$ cat config.mk
export PLATFORM = sky130hd
export DESIGN_NAME = alu_arbiter
export DESIGN_NICKNAME = d
export VERILOG_FILES = /design/src/rtl/alu_arb_pkg.sv /design/src/rtl/alu_arb_grant.sv /design/src/rtl/alu_arbiter.sv
export SDC_FILE = /design/constraint.sdc
export NUM_CORES = 1
export LEC_CHECK = 0
export BUFFER_PORTS_ARGS = -buffer_cell sky130_fd_sc_hd__buf_2
export CAP_MARGIN = 20
export CORE_ASPECT_RATIO = 1.25
export CORE_MARGIN = 2
export CORE_UTILIZATION = 35
export DETAILED_ROUTE_END_ITERATION = 10
export SLEW_MARGIN = 20
export SYNTH_ARGS = -nofsm -noshare
export SYNTH_HDL_FRONTEND = slang
export SYNTH_SLANG_ARGS = --single-unit
$ cat constraint.sdc
create_clock -name clk -period 4.42 [get_ports clk]
set_input_delay 0.884 -clock clk [delete_from_list [all_inputs] [get_ports clk]]
set_output_delay 0.884 -clock clk [all_outputs]
set_load 0.1 [all_outputs]
$ cat src/rtl/alu_arb_pkg.sv
// alu_arb_pkg: shared types and opcode constants for the ALU arbiter.
//   state_t : arbiter FSM states
//   owner_t : which requester owns the op currently on the ALU
//   op_t    : registered operation driven onto the ALU
package alu_arb_pkg;

    localparam logic [4:0] ZERO_OP     = 5'd0;
    localparam logic [4:0] ADD_OP      = 5'd1;
    localparam logic [4:0] SUB_OP1     = 5'd2;
    localparam logic [4:0] ADD_FLAG_OP = 5'd3;
    localparam logic [4:0] MUL_OP      = 5'd4;

    typedef enum logic [1:0] {IDLE, EXEC, MULW} state_t;
    typedef enum logic [1:0] {NONE, EX, AG} owner_t;

    typedef struct packed {
        logic [4:0]  opcode;
        logic [31:0] op1;
        logic [31:0] op2;
        owner_t      owner;
        logic        set_flags;
    } op_t;

    localparam op_t OP_IDLE = '{opcode: ZERO_OP, op1: 32'd0, op2: 32'd0, owner: NONE, set_flags: 1'b0};

endpackage

$ cat src/rtl/alu_arb_grant.sv
// alu_arb_grant: ready/grant logic with EX priority and an AG starvation guard.
//   clk, rst_n      : clock, async active-low reset
//   can_accept      : ALU can take a new op this cycle
//   flush           : EX kill; EX cannot be accepted while high
//   ex_req_valid    : EX request valid
//   ag_req_valid    : AG request valid
//   ex_req_ready    : EX accepted if valid
//   ag_req_ready    : AG accepted if valid
module alu_arb_grant #(
    parameter int STARVE_LIMIT = 4
) (
    input  logic clk,
    input  logic rst_n,
    input  logic can_accept,
    input  logic flush,
    input  logic ex_req_valid,
    input  logic ag_req_valid,
    output logic ex_req_ready,
    output logic ag_req_ready
);

    localparam int CW = (STARVE_LIMIT < 1) ? 1 : $clog2(STARVE_LIMIT + 1);

    logic [CW-1:0] starve_cnt;
    logic          starve_hit;

    assign starve_hit   = (starve_cnt == CW'(STARVE_LIMIT));
    assign ex_req_ready = can_accept & ~flush & ~(ag_req_valid & starve_hit);
    assign ag_req_ready = can_accept & (~ex_req_valid | flush | starve_hit);

    // Counts cycles AG waits while valid; saturates at the limit so AG wins exactly once.
    always_ff @(posedge clk or negedge rst_n) begin
        if (!rst_n)
            starve_cnt <= '0;
        else
            starve_cnt <= (ag_req_valid & ~ag_req_ready) ? (starve_hit ? starve_cnt : starve_cnt + CW'(1)) : '0;
    end

endmodule

$ cat src/rtl/alu_arbiter.sv
// alu_arbiter: shares one combinational ALU between EX and AG and owns the APSR.
//   clk, rst_n                         : clock, async active-low reset
//   flush                              : kills an in-flight EX op
//   ex_req_* / ag_req_*                : request handshakes, opcode and operands
//   alu_opcode, alu_op1, alu_op2       : registered op driven to the ALU
//   alu_flag                           : APSR fed to the ALU
//   alu_result, alu_flag_q             : ALU outputs
//   ex_rsp_valid/ex_result             : EX response pulse and result
//   ag_rsp_valid/ag_result             : AG response pulse and result
//   apsr_flags                         : architectural NZCV
module alu_arbiter
    import alu_arb_pkg::*;
#(
    parameter int         MUL_CYCLES   = 4,
    parameter int         STARVE_LIMIT = 4,
    parameter logic [3:0] FLAG_RESET   = 4'b0000
) (
    input  logic        clk,
    input  logic        rst_n,
    input  logic        flush,
    input  logic        ex_req_valid,
    output logic        ex_req_ready,
    input  logic [4:0]  ex_opcode,
    input  logic [31:0] ex_op1,
    input  logic [31:0] ex_op2,
    input  logic        ex_set_flags,
    input  logic        ag_req_valid,
    output logic        ag_req_ready,
    input  logic [4:0]  ag_opcode,
    input  logic [31:0] ag_op1,
    input  logic [31:0] ag_op2,
    output logic [4:0]  alu_opcode,
    output logic [31:0] alu_op1,
    output logic [31:0] alu_op2,
    output logic [3:0]  alu_flag,
    input  logic [31:0] alu_result,
    input  logic [3:0]  alu_flag_q,
    output logic        ex_rsp_valid,
    output logic [31:0] ex_result,
    output logic        ag_rsp_valid,
    output logic [31:0] ag_result,
    output logic [3:0]  apsr_flags
);

    state_t     state, state_nx;
    logic [3:0] cnt, cnt_nx;
    op_t        op, op_nx;
    logic       fin, can_accept, ex_hs, ag_hs, killed, is_mul, ex_done;
    logic [4:0] nx_opcode;

    assign fin        = (state == EXEC) | ((state == MULW) & (cnt == 4'd0));
    assign can_accept = (state == IDLE) | fin;
    assign ex_hs      = ex_req_valid & ex_req_ready;
    assign ag_hs      = ag_req_valid & ag_req_ready;
    assign killed     = flush & (op.owner == EX);
    assign ex_done    = fin & (op.owner == EX) & ~flush;
    assign nx_opcode  = ex_hs ? ex_opcode : ag_opcode;
    assign is_mul     = (nx_opcode == MUL_OP) && (MUL_CYCLES > 1);

    alu_arb_grant #(.STARVE_LIMIT(STARVE_LIMIT)) u_grant (
        .clk          (clk),
        .rst_n        (rst_n),
        .can_accept   (can_accept),
        .flush        (flush),
        .ex_req_valid (ex_req_valid),
        .ag_req_valid (ag_req_valid),
        .ex_req_ready (ex_req_ready),
        .ag_req_ready (ag_req_ready)
    );

    // A handshake always wins; otherwise a MUL keeps counting down unless flushed,
    // and everything else falls back to IDLE with the ALU parked on ZERO_OP.
    always_comb begin
        state_nx = IDLE;
        cnt_nx   = 4'd0;
        op_nx    = OP_IDLE;
        if (ex_hs | ag_hs) begin
            op_nx    = ex_hs ? op_t'{opcode: ex_opcode, op1: ex_op1, op2: ex_op2, owner: EX, set_flags: ex_set_flags}
                             : op_t'{opcode: ag_opcode, op1: ag_op1, op2: ag_op2, owner: AG, set_flags: 1'b0};
            state_nx = is_mul ? MULW : EXEC;
            cnt_nx   = is_mul ? 4'(MUL_CYCLES - 1) : 4'd0;
        end else if ((state == MULW) && (cnt != 4'd0) && !killed) begin
            op_nx    = op;
            state_nx = MULW;
            cnt_nx   = cnt - 4'd1;
        end
    end

    always_ff @(posedge clk or negedge rst_n) begin
        if (!rst_n) begin
            state        <= IDLE;
            cnt          <= 4'd0;
            op           <= OP_IDLE;
            ex_rsp_valid <= 1'b0;
            ag_rsp_valid <= 1'b0;
            ex_result    <= 32'd0;
            ag_result    <= 32'd0;
            apsr_flags   <= FLAG_RESET;
        end else begin
            state        <= state_nx;
            cnt          <= cnt_nx;
            op           <= op_nx;
            ex_rsp_valid <= ex_done;
            ag_rsp_valid <= fin & (op.owner == AG);
            ex_result    <= ex_done ? alu_result : ex_result;
            ag_result    <= (fin & (op.owner == AG)) ? alu_result : ag_result;
            apsr_flags   <= (ex_done & op.set_flags) ? alu_flag_q : apsr_flags;
        end
    end

    assign alu_opcode = op.opcode;
    assign alu_op1    = op.op1;
    assign alu_op2    = op.op2;
    assign alu_flag   = apsr_flags;

endmodule

# Word-level counts from Yosys, hierarchy flattened
# Index checks and enable logic that the tools add are counted.
# totals
register_bits	151
output_inout_bits	145
wordCells	63
# op_classes
addsub	2
eq_ne	8
mux	12
bitwise_logic	22
reduce_logical	6
# op_table
op	n
72-bit two-way mux	3
1-bit AND	13
2-bit two-way mux	4
4-bit two-way mux	2
3-bit two-way mux	2
5-bit by 3-bit == test with 1-bit output, second input constant	1
5-bit two-way mux	1
1-bit OR	5
2-bit by 1-bit == test with 1-bit output, second input constant	2
2-bit == test, second input constant	2
4-bit logical NOT	1
2-bit inequality test, second input constant	2
1-bit NOT	4
4-bit nonzero test	1
4-bit by 1-bit subtractor with 4-bit output, second input constant	1
3-bit by 1-bit adder with 3-bit output, second input constant	1
3-bit == test, second input constant	1
1-bit logical AND	2
2-bit logical NOT	1
1-bit logical NOT	1

# Logic depth before layout (Yosys ltp)
# logic_depth
word_depth	11
mapped_depth	8
depth_no_buf	6

# Cells and area by module
# A second synthesis with hierarchy kept.
# hier_totals
cells_unflattened	521
area_unflattened_um2	6777.8
# modules_own_cells
module	n_inst	cells_each	area_per_inst_um2
alu_arbiter	1	497	6566.3
alu_arb_grant	1	24	211.5

# Worst setup path before layout
# OpenSTA, ideal clock, no wires.
# synth_path
path_kind	flip-flop to output port
start	register cnt[0]
end	output port ex_req_ready
arrival_time_ns	3.355
t_required_ns	3.536
slack_ns	0.181
stages_incl_launch_ff	6
n_path_buf	0
path_cell_list	dfrtp_1 -> inv_1 -> ha_1 -> or3b_1 -> o21a_1 -> nor3_1
# synth_via
elab_chain_len	6
# synth_rtl
element	line	text
from (decl)	alu_arbiter.sv:46	logic [3:0] cnt, cnt_nx;
from (signal assigned)	alu_arbiter.sv:101	cnt <= cnt_nx;
4-bit logical NOT	alu_arbiter.sv:51	assign fin = (state == EXEC) | ((state == MULW) & (cnt == 4'd0));
1-bit AND	alu_arbiter.sv:51	
1-bit OR	alu_arbiter.sv:51	
1-bit OR	alu_arbiter.sv:52	assign can_accept = (state == IDLE) | fin;
1-bit AND (2 in series)	alu_arb_grant.sv:28	assign ex_req_ready = can_accept & ~flush & ~(ag_req_valid & starve_hit);
to (decl)	alu_arbiter.sv:22	output logic ex_req_ready,
# No other way between the ends.

# Final worst setup path
# layout_path
start	register cnt[0]
end	output port ag_req_ready
# layout_via
elab_chain_len	5
# layout_rtl
element	line	text
4-bit logical NOT	alu_arbiter.sv:51	
1-bit AND	alu_arbiter.sv:51	
1-bit OR	alu_arbiter.sv:51	
1-bit OR	alu_arbiter.sv:52	
1-bit AND	alu_arb_grant.sv:29	assign ag_req_ready = can_accept & (~ex_req_valid | flush | starve_hit);
to (decl)	alu_arbiter.sv:28	output logic ag_req_ready,
# No other way between the ends.

==> results.cfg <==
[logic_synthesis]
yosys_warnings = 0
synth_async_sr_flop_share_pct = 100.0
synth_edf_count = 0
ys_ff_latch = 151
synth.avg_cell_area_um2 = 12.00
synth_xor_area_share_pct = 0.2471
ys_seq_area_share_pct = 53.30
syn-num-nets = 774
synth_compound_area_share_pct = 6.971
synth_top_family_by_area = multiplexers
synthesis.instances = 591
ys.flop_type = dfrtp_1
synth_area_um2 = 7089
yosysUniqueCellTypes = 41
synth-adder-area-share_pct = 0.5295
synth_mux_area_share_pct = 22.08
yosys.area_share.simple_pct = 6.460

[grt]
antenna_found_initial = 0
grt_max_degree = 89
top_usage_layer = met2
grt_pass1_wl_um = 27860
use_met2_pct = 27.89
grt_pass1_vias = 5365
grtUsageMet3_pct = 5.121
gr-total-overflow = 0
grt_use_total_pct = 16.45
gr-usage-met1_pct = 19.81

[timing]
tightestPinTransition_ns = 1.100
skew_ns = 0.01235
fin_setup_tns_ns = 0
rsz0062_at_grt = no
hold_slack_ns = 0.4724
relSlewSlack_pct = 26.65
finalHoldViolCount = 0
finalSetupViolations = 0
finalCritPeriodShare_pct = 77.91
maxSlewViolCount = 0
max_freq_mhz = 290.4
finalWorstSetupSlack_ns = 0.9763
min_period_ns = 3.444

[die]
initial_core_util_pct = 35.39
die_x_um = 131.3
core-area_um2 = 20030
io_pins = 325
die_y_um = 163.1
dieArea_um2 = 21420
rows = 58

[finish]
num_antenna_cells = 0
fillers = 1932
design_area_um2 = 9012
fin_util_pct = 45.00
nNetsFinal = 1022
final_cell_count_no_fill = 1122
multiInputGateArea_um2 = 2596
areaGrowthSynthToFinish_pct = 27.13
drive_gt1_share_pct = 51.06
regArea_um2 = 3779

[clock_network]
cts_tree = built
insertion_delay_ns = 0.42
cts_setup_buffers = 0
cts_resized = 0
hold_buffers = 0
cts_buffer_depth = 2
ctsRootBufferMaster = clkbuf_16
clkSlewWorstSetupHoldPaths_ns = 0.06
cts_buffers = 17
h-tree-depth = 4
clock-sinks = 151

[setup_path]
r2r_start = u_grant.starve_cnt[0]
regToRegSetupSlack_ns = 1.73
timing.rr.end = alu_op2[3]
crit_buf_inv = 2
cp.required_ns = 3.54
crit_fanout = 7
cp.arrival_ns = 2.56
cp-end-kind = output pin
cp_slowest_stage_delay_ns = 0.50
slowest_stage = buf_2
worstPathCellList = inv_1 -> ha_1 -> or3b_1 -> o21a_1 -> a21oi_1 -> buf_2
crit_type = flip-flop to output pin
crit_family = compound AO/OA/AOI/OAI gates
cp-start-kind = flip-flop
rr_worst_depth = 8

[route]
wl_per_cell_um = 15.77
avgViaCountPerCell = 4.654
drt_iter0_drc = 128
antenna_left = 0
vias = 5222
drt-total-wl_um = 17700
drc_errors = 0
drt-pass1-iter-count = 4

[placed_design]
routabilityCongestion = 0.7797
dp_cells = 1090
hpwl_um = 12650
placed_area_um2 = 8424
dp_slack_ns = 1.310
port_buffers = 324

[run]
cap_violations = 0

[hold_path]
holdPathEnd = alu_op1[22]
hold_path_depth = 2
worstHoldStart = alu_op1[22]
min_path_type = flip-flop to flip-flop

[outcome]
outcome = complete, no violations

[pwr]
p_per_area_nw_per_um2 = 621.6
ir_drop_uv = 310.7
total_leakage_power_nw = 4.791
finalPower_mw = 5.602
-- cell type report --
| type | instances | area share [%] |
|---|---|---|
| tap | 270 | 3.748 |
| timing repair buffer | 331 | 18.78 |
| clock buffer | 18 | 4.762 |
| clock inverter | 14 | 1.763 |
| inverter | 5 | 0.2082 |
| multi-input combinational | 333 | 28.81 |
| sequential | 151 | 41.93 |
-- registers in the layout, summed over array words and instances, names as in the netlist --
name	flops
ex_rsp_valid	1
alu_op2	32
alu_op1	32
cnt	4
u_grant.starve_cnt	3
ag_result	32
alu_flag	4
alu_opcode	5
ag_rsp_valid	1
op	3
state	2
ex_result	32
-- worst max-delay path by stage --
stage	start	endpoint	slack [ns]	cells past startpoint
finish	cnt[0]	ag_req_ready	0.98	6
floorplan	cnt[0]	ex_req_ready	0.18	5
CTS	cnt[0]	ag_req_ready	0.95	6
global placement	ag_req_valid	alu_op2[2]	1.38	7
detailed placement	ag_req_valid	alu_op2[29]	1.31	7
global route	cnt[0]	ag_req_ready	0.87	6
-- cells in the mapped netlist, types with 3 or more instances --
cell type,n,area [µm²]
nor3_1,3,15.01
ha_1,3,37.54
mux2_2,34,382.9
inv_1,5,18.77
nand2_1,73,274.0
buf_2,11,55.05
buf_8,3,45.04
o211ai_1,3,22.52
buf_4,73,548.0
mux2_1,5,56.30
nand3_1,3,15.01
nor2_1,6,22.52
mux2i_1,69,690.7
nand2b_1,3,18.77
mux2_4,29,435.4
o21ai_0,58,290.3
dfrtp_1,151,3779
clkbuf_1,13,48.80
o21ai_1,16,80.08
-- power by group --
part,switching (mW),internal [mW],total (mW)
clock,0.653,0.804,1.46
sequential,0.112,1.61,1.72
combinational,1.99,0.434,2.43
total,2.76,2.84,5.60
-- worst register-to-register path, delay by kind of cell, from the launching register on --
family | cells | cell delay (ns)
simple gates | 2 | 0.41
buf+inv | 3 | 1.17
flops | 1 | 0.40
fa+ha+maj | 1 | 0.23
mux | 1 | 0.30
compound gates | 1 | 0.07
-- routing by layer --
metal | up-vias | wire length (µm)
met1 | 2514 | 7498
met2 | 223 | 8584
met4 | 0 | 340
met5 | - | 0
li1 | 2459 | -
met3 | 26 | 1273
-- layout by cell type (no fill, tap or decap), types with 2 or more instances in the layout --
cell	count
a21boi_0	2
a21oi_1	2
a22o_1	2
buf_2	323
buf_4	6
clkbuf_16	17
clkinv_4	3
clkinvlp_4	2
dfrtp_1	151
ha_1	3
inv_1	5
inv_6	3
inv_8	4
mux2_1	5
mux2_2	34
mux2_4	29
mux2i_1	69
nand2_1	73
nand2b_1	2
nand3_1	3
nor2_1	6
nor2b_1	2
nor3_1	3
o211ai_1	3
o21ai_0	58
o21ai_1	16
xnor2_1	2
-- logic make-up after synthesis --
kind of cell             Yosys count
XOR/XNOR                           2
AND/OR/NAND/NOR                  102
AO/OA/AOI/OAI                     89
buffers and inverters            107
flip-flops                       151
multiplexers                     137
adder cells (fa/ha/maj)            3
(Power assumes the default switching activity.)
